$ cat src/rtl/microwave_controle.sv
// Cook-cycle controller for a microwave oven: sequences the countdown counter's load and
// per-second enable, gates the magnetron on door and buttons, and sounds the end-of-cycle beep.
module microwave_controle #(
    parameter int TICKS_PER_SEC = 50_000_000,
    parameter int BEEP_SEC      = 3
) (
    input  logic       clk,
    input  logic       rst,
    input  logic       start_btn,
    input  logic       stop_btn,
    input  logic       door_closed,
    input  logic       zero,
    output logic       load,
    output logic       enable,
    output logic       mag_on,
    output logic       beep,
    output logic [2:0] state_o
);

    localparam int BEEP_TICKS = BEEP_SEC * TICKS_PER_SEC;
    localparam int PW         = (BEEP_TICKS > 1) ? $clog2(BEEP_TICKS) : 1;

    localparam logic [PW-1:0] SEC_LAST  = PW'(TICKS_PER_SEC - 1);
    localparam logic [PW-1:0] BEEP_LAST = PW'(BEEP_TICKS - 1);
    localparam logic [PW-1:0] PRE_ONE   = PW'(1);

    typedef enum logic [2:0] {
        IDLE  = 3'd0,
        CHECK = 3'd1,
        RUN   = 3'd2,
        PAUSE = 3'd3,
        DONE  = 3'd4
    } stateT;

    stateT         state_q;
    logic [PW-1:0] prescaler_q;
    logic          startPrev_q;
    logic          stopPrev_q;
    logic          load_q;
    logic          enable_q;
    logic          magOn_q;
    logic          beep_q;

    logic startPress;
    logic stopPress;

    // A press is the rising edge of the button level against the previous clock's sample.
    assign startPress = start_btn & ~startPrev_q;
    assign stopPress  = stop_btn  & ~stopPrev_q;

    // Pulses default low each cycle; every branch states the outputs of the state it enters.
    always_ff @(posedge clk or posedge rst) begin
        if (rst) begin
            state_q     <= IDLE;
            prescaler_q <= '0;
            startPrev_q <= 1'b0;
            stopPrev_q  <= 1'b0;
            load_q      <= 1'b0;
            enable_q    <= 1'b0;
            magOn_q     <= 1'b0;
            beep_q      <= 1'b0;
        end else begin
            startPrev_q <= start_btn;
            stopPrev_q  <= stop_btn;
            load_q      <= 1'b0;
            enable_q    <= 1'b0;
            magOn_q     <= 1'b0;
            beep_q      <= 1'b0;

            case (state_q)
                IDLE: begin
                    if (!stopPress && startPress && door_closed) begin
                        state_q <= CHECK;
                        load_q  <= 1'b1;
                    end
                end

                // An open door here parks the loaded count instead of heating with the door open.
                CHECK: begin
                    if (stopPress || zero) begin
                        state_q <= IDLE;
                    end else if (!door_closed) begin
                        state_q <= PAUSE;
                    end else begin
                        state_q     <= RUN;
                        prescaler_q <= '0;
                        magOn_q     <= 1'b1;
                    end
                end

                RUN: begin
                    if (stopPress) begin
                        state_q <= PAUSE;
                    end else if (zero) begin
                        state_q     <= DONE;
                        prescaler_q <= '0;
                        beep_q      <= 1'b1;
                    end else if (!door_closed) begin
                        state_q <= PAUSE;
                    end else begin
                        magOn_q <= 1'b1;
                        if (prescaler_q >= SEC_LAST) begin
                            prescaler_q <= '0;
                            enable_q    <= 1'b1;
                        end else begin
                            prescaler_q <= prescaler_q + PRE_ONE;
                        end
                    end
                end

                PAUSE: begin
                    if (stopPress) begin
                        state_q <= IDLE;
                    end else if (startPress && door_closed) begin
                        state_q     <= RUN;
                        prescaler_q <= '0;
                        magOn_q     <= 1'b1;
                    end
                end

                DONE: begin
                    if (stopPress || prescaler_q >= BEEP_LAST) begin
                        state_q <= IDLE;
                    end else begin
                        beep_q      <= 1'b1;
                        prescaler_q <= prescaler_q + PRE_ONE;
                    end
                end

                default: begin
                    state_q     <= IDLE;
                    prescaler_q <= '0;
                end
            endcase
        end
    end

    assign load    = load_q;
    assign enable  = enable_q;
    assign mag_on  = magOn_q;
    assign beep    = beep_q;
    assign state_o = state_q;

endmodule
$ cat config.mk
export PLATFORM = sky130hd
export DESIGN_NAME = microwave_controle
export DESIGN_NICKNAME = d
export VERILOG_FILES = /design/src/rtl/microwave_controle.sv
export SDC_FILE = /design/constraint.sdc
export NUM_CORES = 1
export LEC_CHECK = 0
export CAP_MARGIN = 20
export CORE_ASPECT_RATIO = 1.4
export CORE_MARGIN = 4
export CORE_UTILIZATION = 40
export CTS_CLUSTER_DIAMETER = 80
export DETAILED_ROUTE_END_ITERATION = 8
export GPL_TIMING_DRIVEN = 0
export PLACE_DENSITY = 0.64
export REMOVE_ABC_BUFFERS = 1
export SYNTH_ARGS = -nofsm -noshare
export SYNTH_HDL_FRONTEND = slang
export SYNTH_SLANG_ARGS = --single-unit
$ cat constraint.sdc
create_clock -name clk -period 8.4 [get_ports clk]
set_clock_uncertainty 0.15 [all_clocks]
set_input_delay 0.84 -clock clk [delete_from_list [all_inputs] [get_ports clk]]
set_output_delay 0.84 -clock clk [all_outputs]
set_load 0.01 [all_outputs]
After elaboration in Yosys (flattened, before gate mapping)
Index checks and enable logic that the tools add are counted.
W data, S select, Z words.
{"block": "totals", "ff_bits": 37, "out_inout_bits": 7, "elab_cells": 78}
{"block": "op_classes", "n_addsub": 1, "order_cmp": 2, "eq_ne": 15, "mux": 38, "bitwise": 5, "n_reduce_logical": 9}
{"operator": "$mux W28", "n": 9}
{"operator": "$pmux W28 S5", "n": 1}
{"operator": "$add A28 B1 Y28 const B", "n": 1}
{"operator": "$ge A28 B26 Y1 const B", "n": 1}
{"operator": "$ge A28 B28 Y1 const B", "n": 1}
{"operator": "$mux W3", "n": 7}
{"operator": "$mux W1", "n": 17}
{"operator": "$ne A2 B2 Y1 const B", "n": 8}
{"operator": "$pmux W3 S5", "n": 1}
{"operator": "$reduce_and A8 Y1", "n": 1}
{"operator": "$eq A3 B2 Y1 const B", "n": 2}
{"operator": "$ne A3 B3 Y1 const B", "n": 2}
{"operator": "$ne A4 B4 Y1 const B", "n": 1}
{"operator": "$reduce_and A4 Y1", "n": 1}
{"operator": "$eq A3 B1 Y1 const B", "n": 1}
{"operator": "$eq A3 B3 Y1 const B", "n": 1}
{"operator": "$logic_and A1 B1 Y1", "n": 3}
{"operator": "$logic_not A3 Y1", "n": 1}
{"operator": "$not A1 Y1", "n": 3}
{"operator": "$pmux W1 S3", "n": 1}
{"operator": "$and A1 B1 Y1", "n": 2}
{"operator": "$logic_or A1 B1 Y1", "n": 2}
{"operator": "$mux W2", "n": 1}
{"operator": "$pmux W1 S2", "n": 1}
{"operator": "$logic_not A1 Y1", "n": 1}

Depth between registers and ports, before layout
{"block": "logic_depth", "ltp_word": 7, "mapped_depth": 10}

Worst setup path before layout
OpenSTA, ideal clock, no wires.
{"block": "synth_path", "kind": "register to register", "startpoint": "reg prescaler_q[24]", "endpoint": "reg prescaler_q[12]", "setup_time_ns": 0.130, "arrival_ns": 2.348, "t_required_ns": 8.120, "path_slack_ns": 5.772, "stages_incl_launch_ff": 9, "n_path_buf": 2, "synth_period_minus_slack_ns": 2.628, "cell_sequence": "dfrtp_1 -> or3_1 -> or4b_1 -> or4b_4 -> o221ai_2 -> nand2b_1 -> buf_6 -> buf_12 -> o31ai_1"}
{"block": "synth_via", "elab_chain_cells": 6, "elab_cells_between_ends": 10, "cone_classes": "order compare (2); eq/ne (1); mux (5); reduce/logical (2)"}
{"item": "from (decl)", "line_no": "36", "text": "logic [PW-1:0] prescaler_q;"}
{"item": "from (signal assigned)", "line_no": "106", "text": "prescaler_q <= prescaler_q + PRE_ONE;"}
{"item": "from (signal assigned)", "line_no": "126", "text": "prescaler_q <= prescaler_q + PRE_ONE;"}
{"item": "$ge A28 B26 Y1", "line_no": "102", "text": "if (prescaler_q >= SEC_LAST) begin"}
{"item": "$mux W28", "line_no": "102"}
{"item": "$mux W28", "line_no": "98", "text": "end else if (!door_closed) begin"}
{"item": "$mux W28", "line_no": "94", "text": "end else if (zero) begin"}
{"item": "$mux W28", "line_no": "92", "text": "if (stopPress) begin"}
{"item": "$pmux W28 S5", "line_no": "70", "text": "case (state_q)"}
Several ways; a longest one is shown, not always the timed one. The select of a mux whose other input is x is not followed.
A chain may end at the register's enable or synchronous reset.

Worst setup path after layout
{"block": "layout_path", "startpoint": "in zero", "endpoint": "reg prescaler_q[19]"}
{"block": "layout_via", "elab_chain_cells": 3, "elab_cells_between_ends": 7, "cone_classes": "eq/ne (2); mux (3); reduce/logical (2)"}
{"item": "from (decl)", "line_no": "12", "text": "input logic zero,"}
{"item": "$mux W28 or $logic_or A1 B1 Y1 (tied branches)", "line_no": "94, 80"}
{"item": "$mux W28 or $ne A2 B2 Y1 (tied branches)"}
{"item": "$pmux W28 S5 or $reduce_and A8 Y1 (tied branches)"}
Several ways; a longest one is shown, not always the timed one. The select of a mux whose other input is x is not followed.

==> out/qor.csv <==
metric,value,unit
status,completed,
Antenna Cells,0,
DRT antenna net count,0,
Placeable Area,5565,um^2
critical path buffer and inverter count,3,
vias per cell,6.033,
main flop type after synthesis,dfrtp_1,
"Slowest-stage cell, CP",o221ai_2,
die area,7078,um^2
number of global-route vias before repair,1933,
post-CTS setup buffer count,0,
Hold WS,0.3681,ns
reg-to-reg endpoint,prescaler_q[19]$_DFFE_PP0P_,
most frequent cells in the layout,"dfrtp_1, nand2_1, o21ai_0",
clk slew on worst S/H paths,0.07,ns
routed via count,1997,
maxcap violations,0,
routed length per placed instance,16.12,um
GP Congestion,0.8049,
critical path required time,8.41,ns
DP Worst Slack,4.522,ns
global-route wire length before repair,9.535,mm
Pre-antenna DRT Iters,4,
P&R area growth vs syn,9.470,%
PD cells,189.0,nW/um^2
unrepaired setup endpoints after global routing,false,
drt drc,0,
Max VDD drop,0.07064,mV
Post-Place Cell Area,2449,um^2
hold depth,1,
"Min Clock Period, post-route",3.596,ns
CTS tree,done,
Max Buffers Root-to-Sink,2,
DP Wirelength,3.777,mm
Final Non-Filler Cells,331,
CP Cell Sequence,clkdlybuf4s50_1 -> nor2b_1 -> and3_1 -> o21a_1 -> o221ai_2 -> buf_8 -> nand2b_1 -> buf_8 -> o31ai_1,
"commonest non-fill, non-tap cell in the layout",dfrtp_1,
CP max stage delay,0.67,ns
antenna violations before repair,0,
"FF+latch count, synth",37,
drt total wl,5.335,mm
Reg2Reg Depth,8,
Leakage,0.9549,nW
"Cell Area, Synth",2312,um^2
CP top delay family,buffers and inverters,
I/O Pins,13,
Detailed Route Iter0 Violations,98,
cell count after synthesis,254,
die height,97.96,um
Worst Hold Launch,prescaler_q[4]$_DFFE_PP0P_,
"EDFF count, synth",0,
R2R setup slack,4.93,ns
Slew headroom,43.73,%
Max H-tree Level,2,
PnR worst setup slack,4.804,ns
Hold EP,prescaler_q[4]$_DFFE_PP0P_,
fmax,0.2781,GHz
worst-path fanout max,18,
GRT Total Usage,16.62,%
Clock Latency Late Sink,0.29,ns
Critical Path End Type,flop,
Max Transition Viols Final,0,
Clk Tree Root Cell,clkbuf_8,
Worst Hold Class,flop to flop,
Ys Warns,0,
# rows,32,
cts bufs inserted,5,
Slew @ Worst Pin,0.8441,ns
IO buf count,12,
Post-CTS Hold Fix Bufs,0,
average size of a mapped cell,9.103,um^2
CP Class,input port to flop,
largest net degree at the start of global routing,38,
Initial Util,41.55,%
# clock sinks,37,
"Design Area, Final",2531,um^2
Final #Nets,269,
setup TNS,0,ns
fraction of layout cells with a size suffix above 1,11.03,%
synth unique cells,54,
WP data arrival,3.61,ns
placed insts,323,
Final Hold Vio Count,0,
die width,72.26,um
Post-CTS Resized,0,
Startpoint Class,input port,
total power,0.4783,mW
"Seq/Total Area, Yosys",40.04,%
# setup viols final,0,
critical path's most frequent cell,buf_8,
Final Util,45.48,%
grt ovf,0,
"FFs w/ async S/R, synth",100.0,%
worst flop-to-flop path startpoint,prescaler_q[25]$_DFFE_PP0P_,
period utilization,42.81,%
-- worst max path at each step --
| stage | start | endpoint | slack [ns] | cells after the start |
|---|---|---|---|---|
| 2_1_floorplan | prescaler_q[24]$_DFFE_PP0P_ | prescaler_q[13]$_DFFE_PP0P_ | 5.09 | 6 |
| 3_5_place_dp | zero | prescaler_q[14]$_DFFE_PP0P_ | 4.52 | 9 |
| 5_1_grt | zero | prescaler_q[13]$_DFFE_PP0P_ | 4.60 | 9 |
| 4_1_cts | zero | prescaler_q[19]$_DFFE_PP0P_ | 4.81 | 9 |
| 3_3_place_gp | zero | prescaler_q[4]$_DFFE_PP0P_ | 3.86 | 7 |
| 6_report | zero | prescaler_q[19]$_DFFE_PP0P_ | 4.80 | 9 |
-- Yosys cell counts (2+ instances only) --
master | number | share of area, %
and4_1 | 2 | 0.76
dfrtp_1 | 37 | 40
buf_6 | 3 | 1.5
o21ai_2 | 5 | 1.9
nor4_1 | 5 | 1.4
inv_1 | 12 | 1.9
nand2b_1 | 6 | 1.6
o21a_1 | 2 | 0.65
o41ai_1 | 3 | 1.1
nor3_1 | 4 | 0.87
or3_1 | 3 | 0.81
a22oi_1 | 4 | 1.3
a2bb2oi_1 | 5 | 1.9
nand2_1 | 25 | 4.1
or4_1 | 5 | 1.6
and3_1 | 5 | 1.4
a21boi_0 | 4 | 1.3
o31ai_2 | 4 | 2.2
o21ai_0 | 19 | 4.1
o22ai_2 | 3 | 1.6
nor2b_1 | 3 | 0.81
nand4_1 | 7 | 1.9
buf_12 | 2 | 1.7
nand3_1 | 14 | 3.0
a21oi_1 | 18 | 3.9
o31ai_1 | 9 | 2.9
nor2_1 | 13 | 2.1
clkbuf_1 | 6 | 0.97
-- metal layers --
| layer | up-vias | global-route usage [%] | wire, um |
|---|---|---|---|
| li1 | 980 | - | - |
| met1 | 971 | 21.38 | 2361 |
| met2 | 35 | 27.86 | 2709 |
| met3 | 11 | 2.781 | 159 |
| met4 | 0 | 5.499 | 105 |
| met5 | - | 0 | 0 |
-- final cells by class --
cell class	count	area, um^2
Inverter	12	45.04
Clock inverter	2	10.01
Fill cell	571	3034
Clock buffer	6	72.57
Sequential cell	37	925.9
Multi-Input combinational cell	191	1231
Tap cell	68	85.08
Timing Repair Buffer	15	161.4
-- worst reg2reg max path: stages (launching register included) --
cell	delay, ns
dfrtp_1	0.43
or3_1	0.38
or4b_1	0.54
or4b_4	0.54
o221ai_2	0.30
buf_8	0.24
nand2b_1	0.42
buf_8	0.26
o31ai_1	0.10
-- cells by family after synthesis --
family / synth area share, %
buffers and inverters: 6.709
and+or+nand+nor: 23.38
muxes: 0.9199
DFF: 40.04
AOI/OAI and AO/OA: 28.41
adders and majority gates: 0.5410
-- where the power goes --
| group | internal, mW | total, mW | switching, mW |
|---|---|---|---|
| logic | 0.0580 | 0.125 | 0.0672 |
| registers | 0.197 | 0.229 | 0.0326 |
| clock network | 0.0576 | 0.124 | 0.0663 |
| total | 0.312 | 0.478 | 0.166 |
-- flip-flops by register name, summed over array words and instances (netlist names) --
signal	flops
beep	1
prescaler_q	28
startPrev_q	1
mag_on	1
load	1
enable	1
state_o	3
stopPrev_q	1
No activity file was read; power rests on OpenSTA's default activity.
